===== config.mk =====
export PLATFORM = sky130hd
export DESIGN_NAME = pc_sequencer
export DESIGN_NICKNAME = d
export VERILOG_FILES = /design/src/rtl/pc_pkg.sv /design/src/rtl/pc_return_stack.sv /design/src/rtl/pc_sequencer.sv
export SDC_FILE = /design/constraint.sdc
export NUM_CORES = 1
export LEC_CHECK = 0
export CAP_MARGIN = 5
export CORE_MARGIN = 1
export CORE_UTILIZATION = 40
export DETAILED_ROUTE_END_ITERATION = 10
export PLACE_DENSITY_LB_ADDON = 0.08
export SYNTH_ARGS = -nofsm -noshare
export SYNTH_HDL_FRONTEND = slang
export SYNTH_SLANG_ARGS = --single-unit

===== constraint.sdc =====
create_clock -name clk -period 3.63 [get_ports clk]
set_input_delay 0.726 -clock clk [delete_from_list [all_inputs] [get_ports clk]]
set_output_delay 0.726 -clock clk [all_outputs]
set_load 0.05 [all_outputs]

===== src/rtl/pc_pkg.sv =====
//------------------------------------------------------------------------------
// Module   : pc_pkg
// Summary  : Shared defaults and command-select encoding for pc_sequencer.
// Revision : 1.0 - initial release
//------------------------------------------------------------------------------
`default_nettype none

package pc_pkg;

    localparam int PC_WIDTH_DEF     = 8;
    localparam int PC_DEPTH_DEF     = 4;
    localparam int PC_RESET_VEC_DEF = 0;

    typedef enum logic [2:0] {
        CMD_NONE = 3'd0,
        CMD_INC  = 3'd1,
        CMD_LD   = 3'd2,
        CMD_REL  = 3'd3,
        CMD_CALL = 3'd4,
        CMD_RET  = 3'd5
    } cmd_e;

endpackage

`default_nettype wire


===== src/rtl/pc_return_stack.sv =====
//------------------------------------------------------------------------------
// Module   : pc_return_stack
// Summary  : DEPTH x WIDTH LIFO for return addresses; push-when-full and
//            pop-when-empty are silently ignored.
// Revision : 1.0 - initial release
//------------------------------------------------------------------------------
`default_nettype none

module pc_return_stack #(
    parameter int WIDTH = 8,
    parameter int DEPTH = 4,
    parameter int SPW   = $clog2(DEPTH + 1)
) (
    input  logic             clk,
    input  logic             reset,
    input  logic             push,
    input  logic             pop,
    input  logic [WIDTH-1:0] din,
    output logic [WIDTH-1:0] top,
    output logic [SPW-1:0]   sp,
    output logic             full,
    output logic             empty
);

    localparam int IDXW = (DEPTH > 1) ? $clog2(DEPTH) : 1;

    logic [WIDTH-1:0] mem_q [DEPTH];
    logic [SPW-1:0]   sp_q;
    logic [SPW-1:0]   sp_m1;

    assign sp_m1 = sp_q - SPW'(1);
    assign full  = (sp_q == SPW'(DEPTH));
    assign empty = (sp_q == '0);
    assign sp    = sp_q;
    assign top   = empty ? '0 : mem_q[sp_m1[IDXW-1:0]];

    always_ff @(posedge clk) begin
        if (reset) begin
            sp_q <= '0;
        end else if (push && !full) begin
            sp_q <= sp_q + SPW'(1);
        end else if (pop && !empty) begin
            sp_q <= sp_m1;
        end
    end

    // Storage is deliberately not reset; only sp defines validity.
    always_ff @(posedge clk) begin
        if (!reset && push && !full) begin
            mem_q[sp_q[IDXW-1:0]] <= din;
        end
    end

endmodule

`default_nettype wire


===== src/rtl/pc_sequencer.sv =====
//------------------------------------------------------------------------------
// Module   : pc_sequencer
// Summary  : Fetch-stage program counter with increment, load, call/return
//            stack and (when PC_REL_BRANCH_EN is defined) relative branch.
// Revision : 1.0 - initial release
//------------------------------------------------------------------------------
`default_nettype none

module pc_sequencer
    import pc_pkg::*;
#(
    parameter int               WIDTH     = PC_WIDTH_DEF,
    parameter int               DEPTH     = PC_DEPTH_DEF,
    parameter logic [WIDTH-1:0] RESET_VEC = WIDTH'(PC_RESET_VEC_DEF)
) (
    input  logic                         clk,
    input  logic                         reset,
    input  logic                         pc_enable,
    input  logic                         ld,
    input  logic [WIDTH-1:0]             inp,
    input  logic                         rel_br,
    input  logic [WIDTH-1:0]             offset,
    input  logic                         call,
    input  logic                         ret,
    output logic [WIDTH-1:0]             out,
    output logic [$clog2(DEPTH+1)-1:0]   sp,
    output logic                         stack_full,
    output logic                         stack_empty,
    output logic                         overflow,
    output logic                         underflow
);

    localparam int SPW = $clog2(DEPTH + 1);

    cmd_e             cmd;
    logic [WIDTH-1:0] pc_q, pc_d, pc_inc;
    logic             ovf_q, ovf_d, unf_q, unf_d;
    logic             push, pop;
    logic [WIDTH-1:0] stk_top;

`ifndef PC_REL_BRANCH_EN
    logic unused_rel;
    assign unused_rel = ^{rel_br, offset};
`endif

    assign pc_inc = pc_q + WIDTH'(1);

    always_comb begin
        cmd = CMD_NONE;
        if (ret)            cmd = CMD_RET;
        else if (call)      cmd = CMD_CALL;
        else if (ld)        cmd = CMD_LD;
`ifdef PC_REL_BRANCH_EN
        else if (rel_br)    cmd = CMD_REL;
`endif
        else if (pc_enable) cmd = CMD_INC;
    end

    always_comb begin
        pc_d  = pc_q;
        ovf_d = ovf_q;
        unf_d = unf_q;
        push  = 1'b0;
        pop   = 1'b0;
        case (cmd)
            CMD_INC: pc_d = pc_inc;
            CMD_LD:  pc_d = inp;
`ifdef PC_REL_BRANCH_EN
            CMD_REL: pc_d = pc_q + offset;
`endif
            CMD_CALL: begin
                if (stack_full) begin
                    ovf_d = 1'b1;
                end else begin
                    push = 1'b1;
                    pc_d = inp;
                end
            end
            CMD_RET: begin
                if (stack_empty) begin
                    unf_d = 1'b1;
                end else begin
                    pop  = 1'b1;
                    pc_d = stk_top;
                end
            end
            default: ;
        endcase
    end

    always_ff @(posedge clk) begin
        if (reset) begin
            pc_q  <= RESET_VEC;
            ovf_q <= 1'b0;
            unf_q <= 1'b0;
        end else begin
            pc_q  <= pc_d;
            ovf_q <= ovf_d;
            unf_q <= unf_d;
        end
    end

    pc_return_stack #(
        .WIDTH (WIDTH),
        .DEPTH (DEPTH),
        .SPW   (SPW)
    ) u_stack (
        .clk   (clk),
        .reset (reset),
        .push  (push),
        .pop   (pop),
        .din   (pc_inc),
        .top   (stk_top),
        .sp    (sp),
        .full  (stack_full),
        .empty (stack_empty)
    );

    assign out       = pc_q;
    assign overflow  = ovf_q;
    assign underflow = unf_q;

endmodule

`default_nettype wire


==> flow_summary.ini, run 1 <==
[placed_design]
post-place-ws_ns = 0.836
port_buffers = 28
routabilityCongestion = 0.758
dpl-instance-area_mm2 = 0.00250
dp_hpwl_um = 3190

[final_layout]
final_area_mm2 = 0.00262
drive_gt1_share_pct = 14.7
layout_common_cells = edfxtp_1 (32), clkdlybuf4s50_1 (28), dfxtp_1 (13)
final_common_cell = edfxtp_1
syn_to_final_growth_pct = 21.5
insertedDiodeCount = 0
finalNetCount = 225

[sta]
finalSetupViolations = 0
finalWorstSetupSlack_ns = 0.693
clock_skew_ns = 0.00913
hold_viol = 0
max_freq_mhz = 341
finalCritPeriodShare_pct = 80.9
whs_ns = 0.458
slew_violations = 0
relSlewSlack_pct = 54.9
finalCriticalPeriod_ns = 2.94
fin_setup_tns_ns = 0
rsz0062_at_grt = no
worst_slew_pin_slew_ns = 0.673

[logic_synthesis]
synth-edff-count = 32
ys_ff_latch = 45
synthArstFlopShare_pct = 0
ys_warn_count = 0
ys_seq_area_share_pct = 56.7
synthFlopType = edfxtp_1
synth.distinct_cells = 42
synthesis.instances = 165
syn-cell-area_mm2 = 0.00215
syn_area_per_cell_um2 = 13.0
synth_nets = 194

[drt]
via_per_inst = 5.33
drc = 0
drt-wirelength-per-cell_um = 17.2
drtIter0Drc = 84
routed_wl_um = 4590
dr_total_vias = 1423
dr.pass1.iters = 4
antenna_violating_nets_post_route = 0

[global_routing]
grt_max_degree = 20
grt_pass1_wl_um = 6950
track_usage_pct = 17.6
gr-total-overflow = 0
grt_pass1_vias = 1362
antenna_found_initial = 0

[job]
maxCapViolations = 0

[setup_path]
crit_required_ns = 2.90
critPathLaunchType = flop
arrival_ns = 2.21
cp-end-kind = output port
cp_max_fo = 7
critPathKind = reg -> out

[die]
die_h_um = 75.4
start_util_pct = 41.9
rows = 26
coreArea_mm2 = 0.00514
io_pins = 38
die_x_um = 75.4
die_area_mm2 = 0.00568

[cts]
cts.sinks = 45
hold_buffers = 0
cts_tree = done
cts_inserted_buffers = 5
cts_root_buf = clkbuf_8
worstSkewPairLatency_ns = 0.30
h-tree-depth = 2
clk_pin_slew_ns = 0.10
post_cts_buffers = 0
cts_buffer_depth = 2
post_cts_resized = 0

[outcome]
outcome = completed

[min_path]
hp-class = reg -> reg

[pwr]
vdd.ir_drop.worst_mv = 0.304
powerDensity_mw_per_mm2 = 811
p_leak_nw = 0.889
[final cells by class]
class | count | area (um2)
Tap cell | 70 | 87.6
Timing Repair Buffer | 32 | 310
Clock inverter | 3 | 47.5
Multi-Input combinational cell | 104 | 850
Sequential cell | 45 | 1220
Clock buffer | 5 | 68.8
Fill cell | 484 | 2520
Inverter | 8 | 30.0
[metal layers]
| layer | part of all wire [%] | up-vias | track usage (%) | wire length, um |
|---|---|---|---|---|
| met3 | 3.3 | 6 | 3.57 | 152 |
| met2 | 47 | 32 | 26.5 | 2140 |
| met4 | 1.7 | 0 | 7.61 | 79 |
| li1 | - | 688 | - | - |
| met5 | 0 | - | 0 | 0 |
| met1 | 48 | 697 | 24.9 | 2220 |
[cell usage after synthesis (2+ instances only)]
library cell	count	area [um2]
a21o_1	2	15.0
a21oi_1	9	45.0
a311oi_2	2	30.0
a31oi_1	3	18.8
and2_1	3	18.8
buf_6	2	22.5
clkbuf_1	2	7.51
dfxtp_1	13	260
edfxtp_1	32	961
ha_1	6	75.1
inv_1	8	30.0
mux4_2	8	180
nand2_1	11	41.3
nand2b_1	5	31.3
nand3_1	3	15.0
nand3b_1	2	15.0
nand4_1	2	12.5
nor2_1	7	26.3
nor2b_1	2	12.5
nor3_1	2	10.0
o211ai_1	3	22.5
o21ai_0	8	40.0
o311ai_0	4	35.0
or2_2	2	12.5
xnor2_1	5	43.8
xor2_1	3	26.3
[through the flow]
step / util (%) / power [mW] / instances
6_report: 50.9 / 2.12 / 267
5_1_grt: 50.9 / 2.23 / 267
4_1_cts: 50.9 / 2.13 / 267
3_5_place_dp: 48.6 / 1.74 / 259
3_3_place_gp: 48.6 / 1.72 / 259
2_1_floorplan: - / 1.46 / 165
[worst paths after layout]
kind                          to           from  cells after the start  slack (ns)
max                  stack_empty  u_stack.sp[1]                      4        0.69
min reg2reg            underflow      underflow                      2        0.46
min                    underflow      underflow                      2        0.46
max reg2reg  u_stack.mem_q[2][3]  u_stack.sp[1]                      6        1.56
[cell families after synthesis]
kind of cell               synth area share [%]
buffers and inverters                      3.78
muxes                                      8.90
xor gates and xnor gates                   3.26
adders and majority gates                  3.49
DFF                                        56.7
AOI/OAI and AO/OA                          13.5
and+or+nand+nor                            10.3
[registers in the layout (all words and copies together), names as in the netlist]
register       flops
u_stack.mem_q     32
u_stack.sp         3
out                8
underflow          1
overflow           1
[worst max-delay path, stage by stage, from the launching register on]
cell and delay (ns):
dfxtp_1 0.36, inv_1 0.15, ha_1 0.30, nor2b_1 0.25, clkdlybuf4s50_1 0.84
[where the power goes]
part / total (mW) / leakage, nW / internal (mW) / switching [mW]
logic: 0.979 / 0.430 / 0.383 / 0.596
registers: 0.747 / 0.400 / 0.671 / 0.0762
clock network: 0.395 / 0.0591 / 0.210 / 0.185
total: 2.12 / 0.889 / 1.26 / 0.856
(Power assumes the default switching activity.)
==> inputs of run 2 (changes only) <==
clock period = 2.7 ns   (was 3.63 ns; I/O delays follow)
==> flow_summary.ini, run 2 (same netlist as run 1, synthesis figures left out) <==
[placed_design]
routabilityCongestion = 0.822
dpl-instance-area_mm2 = 0.00253
dp_cells = 264
port_buffers = 28
dp_hpwl_um = 3200

[die]
io_pins = 38
die_area_mm2 = 0.00568
die_h_um = 75.4
die_x_um = 75.4
start_util_pct = 41.9
coreArea_mm2 = 0.00514
rows = 26

[setup_path]
critPathLaunchType = flop
cp-end-kind = output port
critPathKind = reg -> out
cp_max_fo = 12
arrival_ns = 1.70
crit_required_ns = 2.16

[cts]
cts_root_buf = clkbuf_8
cts_buffer_depth = 2
h-tree-depth = 2
cts.sinks = 45
hold_buffers = 0
cts_tree = done
post_cts_resized = 0
cts_inserted_buffers = 5
post_cts_buffers = 0
worstSkewPairLatency_ns = 0.30
clk_pin_slew_ns = 0.09

[pwr]
p_leak_nw = 0.903
vdd.ir_drop.worst_mv = 0.449
powerDensity_mw_per_mm2 = 1040

[global_routing]
use_met1_pct = 25.7
grtUsageMet3_pct = 3.97
grt_max_degree = 17
top_usage_layer = met2
grt_pass1_wl_um = 6950
track_usage_pct = 17.5
antenna_found_initial = 0
grt_pass1_vias = 1334
use_met2_pct = 26.2
gr-total-overflow = 0

[sta]
rsz0062_at_grt = no
finalCritPeriodShare_pct = 83.0
relSlewSlack_pct = 66.0
max_freq_mhz = 446
finalSetupViolations = 0
worst_slew_pin_slew_ns = 0.509
hold_viol = 0
finalCriticalPeriod_ns = 2.24
whs_ns = 0.453
clock_skew_ns = 0.0107
fin_setup_tns_ns = 0
slew_violations = 0

[final_layout]
insertedDiodeCount = 0
largest_reg_flops = 32
finalNonFillerCells = 272
layout_common_cells = edfxtp_1 (32), clkdlybuf4s50_1 (26), dfxtp_1 (13)
final_common_cell = edfxtp_1
final_area_mm2 = 0.00262
finalNetCount = 230
final_util_pct = 51.0
drive_gt1_share_pct = 17.8
syn_to_final_growth_pct = 21.8

[drt]
via_per_inst = 5.32
dr_total_vias = 1448
drt-wirelength-per-cell_um = 16.7
dr.pass1.iters = 4
antenna_violating_nets_post_route = 0
routed_wl_um = 4550
drtIter0Drc = 96
drc = 0

[min_path]
hp-class = reg -> reg

[outcome]
outcome = completed

[job]
maxCapViolations = 0
-- run 2: stage by stage --
step | power (mW) | setup slack [ns]
floorplan | 1.96 | 0.176
global placement | 2.31 | 0.387
detailed placement | 2.33 | 0.362
CTS | 2.76 | 0.424
global route | 2.90 | 0.376
finish | 2.74 | 0.458
-- run 2: area by class of cell --
class,count,area (um2)
well taps,70,87.6
clock inverters,3,21.3
inverters,8,30.0
clock buffers,5,68.8
flip-flops and latches,45,1220
repair buffers,37,343
multi-input cells,104,850
fillers,481,2520
-- run 2: critical path, stage by stage, from the launching register on --
cell and delay (ns):
dfxtp_1 0.33, buf_4 0.24, clkdlybuf4s50_1 0.84
-- run 2: final timing paths --
| check | endpoint | from | depth (start not counted) | slack, ns |
|---|---|---|---|---|
| setup / recovery | sp[0] | u_stack.sp[0] | 2 | 0.46 |
| setup reg to reg | out[7] | u_stack.sp[1] | 6 | 0.66 |
| hold / removal | underflow | underflow | 2 | 0.45 |
| hold reg to reg | underflow | underflow | 2 | 0.45 |
-- run 2: power breakdown --
group	switching [mW]	internal, mW
Combinational	0.793	0.513
Clock	0.243	0.184
Sequential	0.102	0.902
-- run 2: metal layers --
layer	share of wire [%]	wire [um]
met4	0.48	22
met2	45	2060
met5	0	0
met1	48	2200
met3	5.9	266
==> inputs of run 3 (changes only) <==
clock period = 2.05 ns   (was 2.7 ns; I/O delays follow)
==> flow_summary.ini, run 3 (same netlist as run 1, synthesis figures left out) <==
[drt]
via_per_inst = 5.30
routed_wl_um = 4820
dr_total_vias = 1499
drtIter0Drc = 107
drc = 0
drt-wirelength-per-cell_um = 17.0
dr.pass1.iters = 4
antenna_violating_nets_post_route = 0

[setup_path]
critPathLaunchType = flop
cp-end-kind = output port
worst_path_largest_cell_delay_ns = 0.84
cp_top_family = buffers and inverters
critPathSlowestCell = clkdlybuf4s50_1
worstPathCellList = clkdlybuf4s50_1
cp_max_fo = 5
path_buf_inv = 1
critPathKind = reg -> out
crit_required_ns = 1.64
arrival_ns = 1.56

[die]
die_h_um = 75.4
io_pins = 38
start_util_pct = 41.9
die_x_um = 75.4
rows = 26
coreArea_mm2 = 0.00514
die_area_mm2 = 0.00568

[cts]
cts_buffer_depth = 2
cts_root_buf = clkbuf_8
h-tree-depth = 2
clk_pin_slew_ns = 0.09
worstSkewPairLatency_ns = 0.29
cts_tree = done
post_cts_buffers = 0
cts.sinks = 45
cts_inserted_buffers = 5

[placed_design]
port_buffers = 28
post-place-ws_ns = 0.0137
routabilityCongestion = 0.758
dp_hpwl_um = 3520
dpl-instance-area_mm2 = 0.00268

[global_routing]
grt_pass1_wl_um = 7360
antenna_found_initial = 0
grt_max_degree = 17
grt_pass1_vias = 1425
track_usage_pct = 18.5
gr-total-overflow = 0

[pwr]
power.share.sequential_pct = 34.6
p_comb_share_pct = 48.0
cell_internal_pwr_mw = 2.38
power_switching_mw = 1.55
powerDensity_mw_per_mm2 = 1400
netSwitchingFraction_pct = 39.5
power_frac_clock_pct = 17.4
vdd.ir_drop.worst_mv = 0.548
p_leak_nw = 1.03

[final_layout]
syn_to_final_growth_pct = 30.5
final_area_mm2 = 0.00281
finalNetCount = 241
largest_reg_flops = 32
drive_gt1_share_pct = 25.4
n_fill_cell = 463
final_util_pct = 54.6
final_common_cell = edfxtp_1
insertedDiodeCount = 0
layout_common_cells = edfxtp_1 (32), clkdlybuf4s50_1 (21), buf_4 (19)

[sta]
fin_setup_tns_ns = 0
finalWorstSetupSlack_ns = 0.0821
finalSetupViolations = 0
rsz0062_at_grt = no
finalCritPeriodShare_pct = 96.0
finalCriticalPeriod_ns = 1.97
clock_skew_ns = 0.00882
whs_ns = 0.457
max_freq_mhz = 508
relSlewSlack_pct = 66.1
hold_viol = 0
slew_violations = 0
worst_slew_pin_slew_ns = 0.507

[outcome]
outcome = completed

[job]
maxCapViolations = 0

[min_path]
hp-class = reg -> reg
-- run 3: area by class of cell --
type                    instances  area [um2]  share of cell area [%]
clock inverters                 3        46.3                    1.65
inverters                       8        30.0                    1.07
clock buffers                   5        68.8                    2.45
well taps                      70        87.6                    3.12
repair buffers                 48         490                    17.5
multi-input cells             104         860                    30.6
flip-flops and latches         45        1230                    43.7
-- run 3: per-stage QoR --
| stage | instances | power (mW) |
|---|---|---|
| 2_1_floorplan | 165 | 2.60 |
| 3_3_place_gp | 275 | 3.23 |
| 3_5_place_dp | 275 | 3.26 |
| 4_1_cts | 283 | 3.94 |
| 5_1_grt | 283 | 4.12 |
| 6_report | 283 | 3.93 |
-- run 3: worst min-delay path, delay by kind of cell, from the launching register on --
family	cells	cell delay, ns
flops	1	0.32
compound gates	1	0.05
buf+inv	1	0.05
-- run 3: timing repair --
action                                  in CTS  in global routing
hold endpoints to repair                     0                  0
endpoints found under the setup margin       0                  4
hold buffers                                 0                  0
resized for setup                            0                  4
-- run 3: final timing paths --
kind | cells after the start | slack [ns] | startpoint | to
max | 1 | 0.08 | out[4] | out[4]
max reg2reg | 7 | 0.25 | u_stack.sp[0] | u_stack.mem_q[2][6]
min | 2 | 0.46 | underflow | underflow
min reg2reg | 2 | 0.46 | underflow | underflow
-- run 3: routing by layer --
layer	wire length [um]	global-route usage [%]
met1	2330	27.0
met4	22	5.14
met3	206	4.37
met5	0	0
met2	2260	27.9
-- run 3: power groups by stage --
stage / registers, mW / clock network (mW) / logic (mW)
6_report: 1.36 / 0.682 / 1.89
5_1_grt: 1.39 / 0.733 / 2.00
4_1_cts: 1.36 / 0.698 / 1.88
3_5_place_dp: 1.38 / 0 / 1.88
3_3_place_gp: 1.38 / 0 / 1.86
2_1_floorplan: 1.65 / 0 / 0.950
